[src/rtl/restoring_divider.sv]
// Iterative unsigned restoring divider producing one quotient bit per clock.
// Each trial subtraction is an add of the inverted divisor with carry-in 1,
// matching the add/sub convention of the neighbouring ripple adder.
// Control is a start/busy/done handshake. A zero divisor short-circuits
// straight to DONE with quotient all ones and remainder equal to the dividend.
module restoring_divider #(
  parameter int WIDTH = 4
) (
  input  logic             clk,
  input  logic             rst_n,
  input  logic             start,
  input  logic [WIDTH-1:0] dividend,
  input  logic [WIDTH-1:0] divisor,
  output logic             busy,
  output logic             done,
  output logic [WIDTH-1:0] quotient,
  output logic [WIDTH-1:0] remainder,
  output logic             div_by_zero
);

  localparam int CW = $clog2(WIDTH) + 1;

  typedef enum logic [1:0] {
    S_IDLE = 2'd0,
    S_RUN  = 2'd1,
    S_DONE = 2'd2
  } state_e;

  state_e           state_q, state_d;
  logic [CW-1:0]    cnt_q, cnt_d;
  logic [WIDTH-1:0] q_q, q_d;
  logic [WIDTH:0]   r_q, r_d;
  logic [WIDTH-1:0] divisor_q, divisor_d;
  logic [WIDTH-1:0] quotient_q, quotient_d;
  logic [WIDTH-1:0] remainder_q, remainder_d;
  logic             dbz_q, dbz_d;

  logic [WIDTH:0]   r_shift_s;
  logic [WIDTH:0]   trial_s;
  logic [WIDTH:0]   r_next_s;
  logic [WIDTH-1:0] q_next_s;
  logic             no_borrow_s;
  logic             last_s;
  logic             divisor_zero_s;

  // One restoring step: shift, trial-subtract via inverted add, keep or restore.
  always_comb begin
    r_shift_s      = {r_q[WIDTH-1:0], q_q[WIDTH-1]};
    trial_s        = r_shift_s + ~{1'b0, divisor_q} + {{WIDTH{1'b0}}, 1'b1};
    no_borrow_s    = ~trial_s[WIDTH];
    r_next_s       = no_borrow_s ? trial_s : r_shift_s;
    q_next_s       = {q_q[WIDTH-2:0], no_borrow_s};
    last_s         = (cnt_q == CW'(WIDTH - 1));
    divisor_zero_s = (divisor == {WIDTH{1'b0}});
  end

  // State and datapath registers with synchronous active-low reset.
  always_ff @(posedge clk) begin
    if (!rst_n) begin
      state_q     <= S_IDLE;
      cnt_q       <= {CW{1'b0}};
      q_q         <= {WIDTH{1'b0}};
      r_q         <= {(WIDTH+1){1'b0}};
      divisor_q   <= {WIDTH{1'b0}};
      quotient_q  <= {WIDTH{1'b0}};
      remainder_q <= {WIDTH{1'b0}};
      dbz_q       <= 1'b0;
    end else begin
      state_q     <= state_d;
      cnt_q       <= cnt_d;
      q_q         <= q_d;
      r_q         <= r_d;
      divisor_q   <= divisor_d;
      quotient_q  <= quotient_d;
      remainder_q <= remainder_d;
      dbz_q       <= dbz_d;
    end
  end

  // Next-state logic; DONE accepts a new start just like IDLE.
  always_comb begin
    state_d = state_q;
    case (state_q)
      S_IDLE, S_DONE: begin
        if (start) begin
          state_d = divisor_zero_s ? S_DONE : S_RUN;
        end else begin
          state_d = S_IDLE;
        end
      end
      S_RUN: begin
        if (last_s) begin
          state_d = S_DONE;
        end else begin
          state_d = S_RUN;
        end
      end
      default: state_d = S_IDLE;
    endcase
  end

  // Datapath next values: operand capture, iteration, and result load.
  always_comb begin
    cnt_d       = cnt_q;
    q_d         = q_q;
    r_d         = r_q;
    divisor_d   = divisor_q;
    quotient_d  = quotient_q;
    remainder_d = remainder_q;
    dbz_d       = dbz_q;
    case (state_q)
      S_IDLE, S_DONE: begin
        if (start) begin
          divisor_d = divisor;
          cnt_d     = {CW{1'b0}};
          q_d       = dividend;
          r_d       = {(WIDTH+1){1'b0}};
          if (divisor_zero_s) begin
            quotient_d  = {WIDTH{1'b1}};
            remainder_d = dividend;
            dbz_d       = 1'b1;
          end else begin
            dbz_d = dbz_q;
          end
        end else begin
          cnt_d = cnt_q;
        end
      end
      S_RUN: begin
        cnt_d = cnt_q + {{(CW-1){1'b0}}, 1'b1};
        q_d   = q_next_s;
        r_d   = r_next_s;
        if (last_s) begin
          quotient_d  = q_next_s;
          remainder_d = r_next_s[WIDTH-1:0];
          dbz_d       = 1'b0;
        end else begin
          dbz_d = dbz_q;
        end
      end
      default: begin
        cnt_d = {CW{1'b0}};
      end
    endcase
  end

  // Handshake outputs decode directly from the state register.
  always_comb begin
    busy = (state_q == S_RUN);
    done = (state_q == S_DONE);
  end

  assign quotient    = quotient_q;
  assign remainder   = remainder_q;
  assign div_by_zero = dbz_q;

endmodule

[config.mk]
export PLATFORM = sky130hd
export DESIGN_NAME = restoring_divider
export DESIGN_NICKNAME = d
export VERILOG_FILES = /design/src/rtl/restoring_divider.sv
export SDC_FILE = /design/constraint.sdc
export NUM_CORES = 1
export LEC_CHECK = 0
export ABC_CLOCK_PERIOD_IN_PS = 3810
export BUFFER_PORTS_ARGS = -buffer_cell sky130_fd_sc_hd__buf_2
export CORE_ASPECT_RATIO = 1.2
export CORE_UTILIZATION = 35
export DETAILED_ROUTE_END_ITERATION = 12
export GPL_TIMING_DRIVEN = 0
export PLACE_DENSITY = 0.53
export SLEW_MARGIN = 30
export SYNTH_ARGS = -nofsm -noshare
export SYNTH_HDL_FRONTEND = slang
export SYNTH_SLANG_ARGS = --single-unit
[constraint.sdc]
create_clock -name clk -period 3.81 [get_ports clk]
set_input_delay 0.381 -clock clk [delete_from_list [all_inputs] [get_ports clk]]
set_output_delay 0.381 -clock clk [all_outputs]
set_load 0.01 [all_outputs]
==> results of run 1 <==
==> sequential cells by signal, summed over array words and instances, names as in the netlist <==
name         cells
div_by_zero      1
r_q              4
q_q              4
state_q          2
quotient         4
cnt_q            3
divisor_q        4
remainder        4
==> stage by stage <==
stage,total power (uW),cells
after CTS,566,213
final,559,213
after detailed placement,416,210
after global placement,413,210
after floorplan,383,152
after global routing,590,213
==> worst paths after layout <==
path | start | cells past startpoint | to | slack, ns
setup / recovery | q_q[3]$_SDFFE_PN0P_ | 8 | remainder[0]$_SDFFE_PN0P_ | 1.61
hold / removal | divisor[3] | 3 | divisor_q[3]$_SDFFE_PN0P_ | 0.36
setup reg to reg | q_q[3]$_SDFFE_PN0P_ | 8 | remainder[0]$_SDFFE_PN0P_ | 1.61
hold reg to reg | divisor_q[3]$_SDFFE_PN0P_ | 2 | divisor_q[3]$_SDFFE_PN0P_ | 0.46
==> cell usage in the layout, fill, tap and decap left out, drive strengths merged <==
master / count
nor2b: 2
ha: 6
a31oi: 4
nand3: 2
o21ai: 4
clkbuf: 8
a21boi: 1
nor4: 1
a21oi: 12
mux2i: 2
a211oi: 4
buf: 24
fa: 1
mux2: 1
nor3b: 1
a221oi: 1
xor2: 1
o211ai: 1
a311oi: 4
nand2b: 5
xnor2: 1
nand2: 29
nor2: 24
a41oi: 1
inv: 8
dfxtp: 26
o32a: 1
o22a: 1
==> synth_stat cells (all sizes together) <==
cell type  instances
a211oi             4
a21boi             1
a21oi             12
a221oi             1
a311oi             4
a31oi              4
a41oi              1
buf                3
clkbuf             5
dfxtp             26
fa                 1
ha                 6
inv                8
mux2               1
mux2i              2
nand2             29
nand2b             5
nand3              2
nor2              24
nor2b              2
nor3b              1
nor4               1
o211ai             1
o21ai              4
o22a               1
o32a               1
xnor2              1
xor2               1
==> kinds of logic (layout without fill, tap and decap cells) <==
logic type,count (synthesis),in the layout,synth area share
muxes,3,3,0.0280
AOI/OAI and AO/OA,34,34,0.185
buffers and inverters,16,40,0.0549
and+or+nand+nor,64,64,0.221
DFF,26,26,0.416
xor gates and xnor gates,2,2,0.0200
adders and majority gates,7,7,0.0759
==> critical path: stages, from the launching register on <==
cell	delay [ns]
dfxtp_1	0.34
inv_1	0.06
ha_1	0.22
fa_1	0.39
nand2b_4	0.16
a21oi_2	0.21
xor2_2	0.29
mux2i_1	0.30
a31oi_1	0.11
==> layer usage <==
layer,GRT usage,vias up,wire length (um)
met4,0.0457,0,10
li1,-,566,-
met3,0.0287,2,113
met2,0.296,23,1360
met1,0.196,503,1280
met5,0,-,0
==> cell type report <==
class | count | area [um2] | area share
multi-input cells | 110 | 663 | 0.459
flip-flops and latches | 26 | 520 | 0.360
repair buffers | 21 | 105 | 0.0727
well taps | 37 | 46.3 | 0.0320
clock buffers | 3 | 41.3 | 0.0286
plain buffers | 8 | 38.8 | 0.0268
inverters | 8 | 30.0 | 0.0208
==> power by group through the flow <==
stage	Sequential (uW)	Clock [uW]	Combinational [uW]
after floorplan	300	0	83.5
after global placement	300	0	113
after detailed placement	301	0	115
after CTS	295	156	115
after global routing	296	165	129
final	294	150	114
==> run_results.csv, run 1 <==
group,metric,value,unit
route,drt-initial-drc-count,21,
grt,antenna_found_initial,0,
yosys,syn_area,0.00125,mm2
placement,place_congestion,0.777,
final_layout,utilization,0.429,
critical_path,start_kind,"flop",
final_layout,n_antenna_cell,0,
pwr,p_per_area,387,mW/mm2
die,die_area,0.00382,mm2
grt,grt_max_degree,14,
route,firstDrtPassIters,4,
placement,io_buffers,21,
yosys,yosysSeqAreaShare,0.416,
pwr,p_int,402,uW
critical_path,required,3.96,ns
pwr,power_frac_seq,0.527,
critical_path,endpoint_kind,"flop",
grt,grt_pass1_wl,4870,um
yosys,synth_top_area_frac,0.416,
sta,rsz0062_at_grt,"no",
sta,tns,0,ns
final_layout,drive_gt1_frac,0.188,
status,outcome,"finished clean",
final_layout,final_nets,196,
yosys,syn_area_per_cell,8.24,um2
grt,grt_overflow,0,
sta,finalHoldViolCount,0,
pwr,leakage,0.000614,uW
clocking,numCtsBuffers,3,
route,antenna_left,0,
clocking,post_cts_buffers,0,
route,drc,0,
grt,grt_pass1_vias,1105,
run,max-cap-violations,0,
worst_hold_path,hp-class,"primary input to flop",
final_layout,fin_area,0.00145,mm2
critical_path,cp_max_fo,4,
yosys,synth_fp_nets,170,
sta,setup_viol,0,
die,die_w,56.6,um
critical_path,cp.arrival,2.34,ns
clocking,clkLatencyLatePin,0.26,ns
clocking,cts_hold_buf,0,
pwr,power_switching,157,uW
yosys,synthTopCellsByArea,"dfxtp_1 (42%), nand2_1 (8.4%), nor2_1 (7.2%), ha_1 (6.0%), a21oi_1 (4.4%)",
sta,finalCriticalPeriod,2.20,ns
yosys,netlist_instances,152,
die,ios,22,
sta,finalCritPeriodShare,0.576,
die,rows,23,
pwr,combinationalPowerShare,0.204,
sta,tightestPinTransition,0.497,ns
clocking,h-tree-depth,1,
clocking,cts_tree,"built",
critical_path,crit_type,"flop to flop",
clocking,clk_pin_slew,0.08,ns
yosys,synth.distinct_cells,34,
yosys,synth_top_cell_by_area,"dfxtp_1",
grt,track_usage,0.162,
pwr,p_sw_frac,0.280,
pwr,clkPwrFrac,0.269,
yosys,ys_ff_latch,26,
clocking,cts_resized,0,
clocking,root_buffer,"clkbuf_8",
route,detailroute.via_count,1094,
sta,worst_slack,1.61,ns
sta,skew,0.00181,ns
route,vias_per_cell,5.14,
sta,max_freq,0.455,GHz
sta,slew_headroom,0.668,
die,start_util,0.372,
clocking,cts_buffer_depth,2,
placement,pre_cts_ws,1.61,ns
final_layout,syn_to_final_growth,15.4,%
sta,timing.hold.ws,0.362,ns
sta,maxSlewViolCount,0,
pwr,ir_drop,0.210,mV
placement,hpwl,2190,um
die,core_area,0.00337,mm2
final_layout,fillers,350,
yosys,yosysWarnings,0,
route,drt_wl_total,2770,um
die,fp.dieH,67.5,um
route,wire_per_inst,13.0,um
placement,placed_area,0.00140,mm2
clocking,cts_sinks,26,
Note: power is estimated with default switching activity, not from simulation.
==> run 2, diff against run 1 <==
--- a/config.mk
+++ b/config.mk
@@ -5,7 +5,7 @@
 export SDC_FILE = /design/constraint.sdc
 export NUM_CORES = 1
 export LEC_CHECK = 0
-export ABC_CLOCK_PERIOD_IN_PS = 3810
+export ABC_CLOCK_PERIOD_IN_PS = 2050
 export BUFFER_PORTS_ARGS = -buffer_cell sky130_fd_sc_hd__buf_2
 export CORE_ASPECT_RATIO = 1.2
 export CORE_UTILIZATION = 35
==> constraint.sdc (replaced) <==
create_clock -name clk -period 2.05 [get_ports clk]
set_input_delay 0.205 -clock clk [delete_from_list [all_inputs] [get_ports clk]]
set_output_delay 0.205 -clock clk [all_outputs]
set_load 0.01 [all_outputs]
==> run 2 against run 1 <==
Against the previous run: critical path depth did not move; non-clock buffer count rose by 1; count of clock-buffer cells in the layout did not move; worst setup slack got worse by 1.6 ns; sequential share of layout area fell by 1.3 points; via count rose by 0.73%; clock power rose by 87%; cell area rose by 4.0%; combinational power rose by 110%; clock skew rose by 0.00070 ns.
==> run_results.csv, run 2 (synthesis results as in run 1) <==
group,metric,value,unit
status,outcome,"finished clean",
route,firstDrtPassIters,5,
route,drt_wl_total,2820,um
clocking,cts_buffer_depth,2,
sta,max_freq,0.492,GHz
die,core_area,0.00337,mm2
pwr,ir_drop,0.391,mV
clocking,numCtsBuffers,3,
route,wl_met3,108,um
pwr,p_int,768,uW
route,wl_met1,1330,um
clocking,cts_tree,"built",
sta,skew,0.00251,ns
grt,grt_pass1_wl,4870,um
route,antenna_left,0,
die,die_w,56.6,um
placement,hpwl,2190,um
sta,maxSlewViolCount,0,
pwr,p_per_area,716,mW/mm2
critical_path,required,2.20,ns
sta,setup_viol,0,
clocking,clkLatencyLatePin,0.26,ns
route,drc,0,
sta,finalCriticalPeriod,2.03,ns
route,wire_per_inst,13.2,um
final_layout,syn_to_final_growth,20.0,%
final_layout,final_nets,197,
die,ios,22,
final_layout,drive_gt1_frac,0.232,
worst_hold_path,hp-class,"primary input to flop",
clocking,cts_hold_buf,0,
grt,grt_overflow,0,
placement,pre_cts_ws,-0.154,ns
critical_path,start_kind,"flop",
route,met2WireLength,1370,um
run,max-cap-violations,0,
sta,finalCritPeriodShare,0.991,
die,rows,23,
route,drt-initial-drc-count,22,
pwr,combinationalPowerShare,0.227,
route,routed.top_layer,"met4",
grt,antenna_found_initial,0,
pwr,power_frac_seq,0.512,
critical_path,endpoint_kind,"flop",
final_layout,n_antenna_cell,0,
clocking,root_buffer,"clkbuf_8",
pwr,clkPwrFrac,0.261,
sta,timing.hold.ws,0.184,ns
sta,worst_slack,0.0176,ns
final_layout,final_cell_mix,"nand2_1 (28), dfxtp_1 (25), nor2_1 (24)",
clocking,cts_sinks,26,
sta,slew_headroom,0.661,
pwr,power_switching,308,uW
final_layout,layout_commonest_cell,"nand2_1",
grt,track_usage,0.162,
critical_path,cp_max_fo,4,
critical_path,crit_type,"flop to flop",
placement,io_buffers,21,
die,fp.dieH,67.5,um
placement,place_congestion,0.777,
sta,rsz0062_at_grt,"yes",
die,start_util,0.372,
sta,finalHoldViolCount,0,
route,vias_per_cell,5.15,
grt,grt_max_degree,14,
clocking,h-tree-depth,1,
pwr,p_sw_frac,0.286,
sta,tightestPinTransition,0.508,ns
pwr,leakage,0.000622,uW
die,die_area,0.00382,mm2
grt,grt_pass1_vias,1102,
route,detailroute.via_count,1102,
critical_path,cp.arrival,2.18,ns
clocking,clk_pin_slew,0.08,ns
-- run 2: changes by cell type in the layout (fill, tap and decap cells not counted), sizes merged --
cell	previous run	this run
buf	24	25
-- run 2: repair_timing --
item	4_1_cts	5_1_grt
endpoints found under the setup margin	10	9
pin swaps	5	6
gates resized for setup	9	1
buffers inserted	0	1
endpoints found under the hold margin	0	0
-- run 2: worst paths after layout --
check	startpoint	endpoint	slack, ns	depth (start not counted)
worst max-delay path	q_q[3]$_SDFFE_PN0P_	remainder[1]$_SDFFE_PN0P_	0.02	8
worst min-delay path	divisor[3]	divisor_q[3]$_SDFFE_PN0P_	0.18	3
worst max register to register	q_q[3]$_SDFFE_PN0P_	remainder[1]$_SDFFE_PN0P_	0.02	8
worst min register to register	divisor_q[3]$_SDFFE_PN0P_	divisor_q[3]$_SDFFE_PN0P_	0.46	2
-- run 2: layout make-up --
type / count / area [um2]
plain buffers: 8 / 38.8
clock buffers: 3 / 41.3
fillers: 342 / 1860
inverters: 8 / 30.0
multi-input cells: 110 / 712
flip-flops and latches: 26 / 522
well taps: 37 / 46.3
repair buffers: 22 / 113
-- run 2: per-stage QoR --
step	power, uW	cells	util	TNS (ns)	area [um2]
2_1_floorplan	712	152	-	0	1250
3_3_place_gp	767	210	0.417	-0.819	1400
3_5_place_dp	772	210	0.417	-0.946	1400
4_1_cts	1080	213	0.443	-0.0576	1490
5_1_grt	1130	214	0.446	-0.258	1500
6_report	1080	214	0.446	0	1500
-- run 2: power groups by stage --
stage	combinational [uW]	sequential, uW	clock (uW)
after floorplan	155	557	0
after global placement	209	558	0
after detailed placement	213	560	0
after CTS	242	550	290
after global routing	273	554	306
final	245	550	281
-- run 2: routing by layer --
metal,vias up,GRT usage
met4,0,0.0457
li1,567,-
met3,2,0.0287
met2,24,0.296
met1,509,0.196
met5,-,0
-- run 2: critical path, cell delays in order (launching register included) --
cell and delay [ns]:
dfxtp_2 0.34, inv_2 0.05, ha_4 0.15, fa_2 0.34
nand2b_4 0.16, a21oi_4 0.22, xor2_4 0.26, mux2i_2 0.28
a31oi_1 0.11
==> run 3, diff against run 2 <==
--- a/config.mk
+++ b/config.mk
@@ -5,7 +5,7 @@
 export SDC_FILE = /design/constraint.sdc
 export NUM_CORES = 1
 export LEC_CHECK = 0
-export ABC_CLOCK_PERIOD_IN_PS = 2050
+export ABC_CLOCK_PERIOD_IN_PS = 2300
 export BUFFER_PORTS_ARGS = -buffer_cell sky130_fd_sc_hd__buf_2
 export CORE_ASPECT_RATIO = 1.2
 export CORE_UTILIZATION = 35
==> constraint.sdc (replaced) <==
create_clock -name clk -period 2.3 [get_ports clk]
set_input_delay 0.23 -clock clk [delete_from_list [all_inputs] [get_ports clk]]
set_output_delay 0.23 -clock clk [all_outputs]
set_load 0.01 [all_outputs]
==> run 3 against run 2 <==
Against the previous run: worst setup slack improved by 0.13 ns; utilization decreased by 1.2 points; highest routed layer unchanged; largest power group unchanged; critical endpoint is now remainder[2]$_SDFFE_PN0P_; clock power decreased by 11%; cell count decreased by 0.47%; clock skew decreased by 0.00070 ns.
==> run_results.csv, run 3 (synthesis results as in run 1) <==
group,metric,value,unit
critical_path,endpoint_kind,"flop",
sta,tns,0,ns
placement,hpwl,2190,um
sta,slew_headroom,0.669,
die,core_area,0.00337,mm2
placement,place_inst,210,
pwr,leakage,0.000618,uW
final_layout,drive_gt1_frac,0.188,
placement,place_congestion,0.777,
worst_hold_path,hp-class,"primary input to flop",
clocking,clk_pin_slew,0.08,ns
die,rows,23,
die,ios,22,
sta,finalCriticalPeriod,2.16,ns
critical_path,cp.arrival,2.35,ns
route,antenna_left,0,
critical_path,required,2.50,ns
die,fp.dieH,67.5,um
grt,antenna_found_initial,0,
grt,grt_pass1_wl,4870,um
final_layout,fillers,346,
final_layout,fin_area,0.00146,mm2
clocking,cts_buffer_depth,2,
route,vias_per_cell,5.15,
route,wire_per_inst,12.9,um
route,drc,0,
route,drt_wl_total,2760,um
final_layout,n_antenna_cell,0,
grt,grt_max_degree,14,
die,die_w,56.6,um
clocking,post_cts_buffers,0,
route,drt-initial-drc-count,15,
critical_path,critPathMaxStageDelay,0.39,ns
grt,grt_pass1_vias,1105,
final_layout,final_cell_count_no_fill,213,
critical_path,start_kind,"flop",
sta,tightestPinTransition,0.497,ns
sta,finalHoldViolCount,0,
sta,rsz0062_at_grt,"no",
clocking,h-tree-depth,1,
pwr,p_per_area,641,mW/mm2
route,firstDrtPassIters,4,
clocking,cts_tree,"built",
final_layout,syn_to_final_growth,16.9,%
final_layout,layout_commonest_cell,"nand2_1",
grt,track_usage,0.162,
pwr,ir_drop,0.348,mV
grt,grt_overflow,0,
die,die_area,0.00382,mm2
critical_path,crit_type,"flop to flop",
sta,skew,0.00181,ns
sta,max_freq,0.464,GHz
clocking,numCtsBuffers,3,
placement,placed_area,0.00140,mm2
final_layout,final_cell_mix,"nand2_1 (28), dfxtp_1 (26), nor2_1 (24)",
clocking,cts_sinks,26,
die,start_util,0.372,
final_layout,final_nets,196,
run,max-cap-violations,0,
route,detailroute.via_count,1097,
status,outcome,"finished clean",
critical_path,cp_max_fo,2,
clocking,root_buffer,"clkbuf_8",
critical_path,crit_chain,"inv_1 -> ha_1 -> fa_1 -> nand2b_4 -> a21oi_4 -> xnor2_1 -> mux2_4 -> a31oi_2",
sta,maxSlewViolCount,0,
clocking,clkLatencyLatePin,0.26,ns
sta,finalCritPeriodShare,0.938,
sta,setup_viol,0,
critical_path,slowest_stage,"fa_1",
placement,io_buffers,21,
## run 3: cell types whose count changed in the layout (fill, tap and decap cells not counted), sizes merged
cell / change
buf: -1
## run 3: critical path, delay by kind of cell, from the launching register on
family                     cells  cell delay (ns)
adders and majority gates      2             0.61
AOI/OAI and AO/OA              2             0.36
buffers and inverters          1             0.06
muxes                          1             0.34
DFF                            1             0.34
and+or+nand+nor                1             0.17
xor gates and xnor gates       1             0.21
## run 3: final timing paths
| check | cells after the start | to | start | slack, ns |
|---|---|---|---|---|
| worst max-delay path | 8 | remainder[2]$_SDFFE_PN0P_ | q_q[3]$_SDFFE_PN0P_ | 0.14 |
| worst min register to register | 2 | divisor_q[3]$_SDFFE_PN0P_ | divisor_q[3]$_SDFFE_PN0P_ | 0.46 |
| worst max register to register | 8 | remainder[2]$_SDFFE_PN0P_ | q_q[3]$_SDFFE_PN0P_ | 0.14 |
| worst min-delay path | 3 | divisor_q[3]$_SDFFE_PN0P_ | divisor[3] | 0.21 |
## run 3: stage by stage
step	setup WS, ns	hold WS, ns	total power [uW]	utilization
6_report	0.143	0.211	939	0.435
5_1_grt	0.0151	0.226	991	0.435
4_1_cts	0.0644	0.204	937	0.429
3_5_place_dp	0.0955	0.453	688	0.417
3_3_place_gp	0.100	0.446	684	0.417
2_1_floorplan	0.314	0.366	635	-
## run 3: layout make-up
class | count | area (um2) | area share
Timing Repair Buffer | 21 | 105 | 0.0718
Tap cell | 37 | 46.3 | 0.0316
Sequential cell | 26 | 520 | 0.356
Inverter | 8 | 30.0 | 0.0205
Buffer | 8 | 38.8 | 0.0265
Clock buffer | 3 | 41.3 | 0.0282
Multi-Input combinational cell | 110 | 682 | 0.466
## run 3: where the power goes
group	switching (uW)	internal, uW
Combinational	119	82.3
Clock	132	117
Sequential	15.1	473
## run 3: per-layer routing
layer	up-vias	GRT usage	wire length, um
met1	507	0.196	1280
met3	2	0.0287	106
met4	0	0.0457	10
met5	-	0	0
met2	22	0.296	1360
li1	566	-	-
## run 3: timing repair
action,4_1_cts,5_1_grt
hold buffers,0,0
gates resized for setup,0,2
endpoints found under the setup margin,0,5
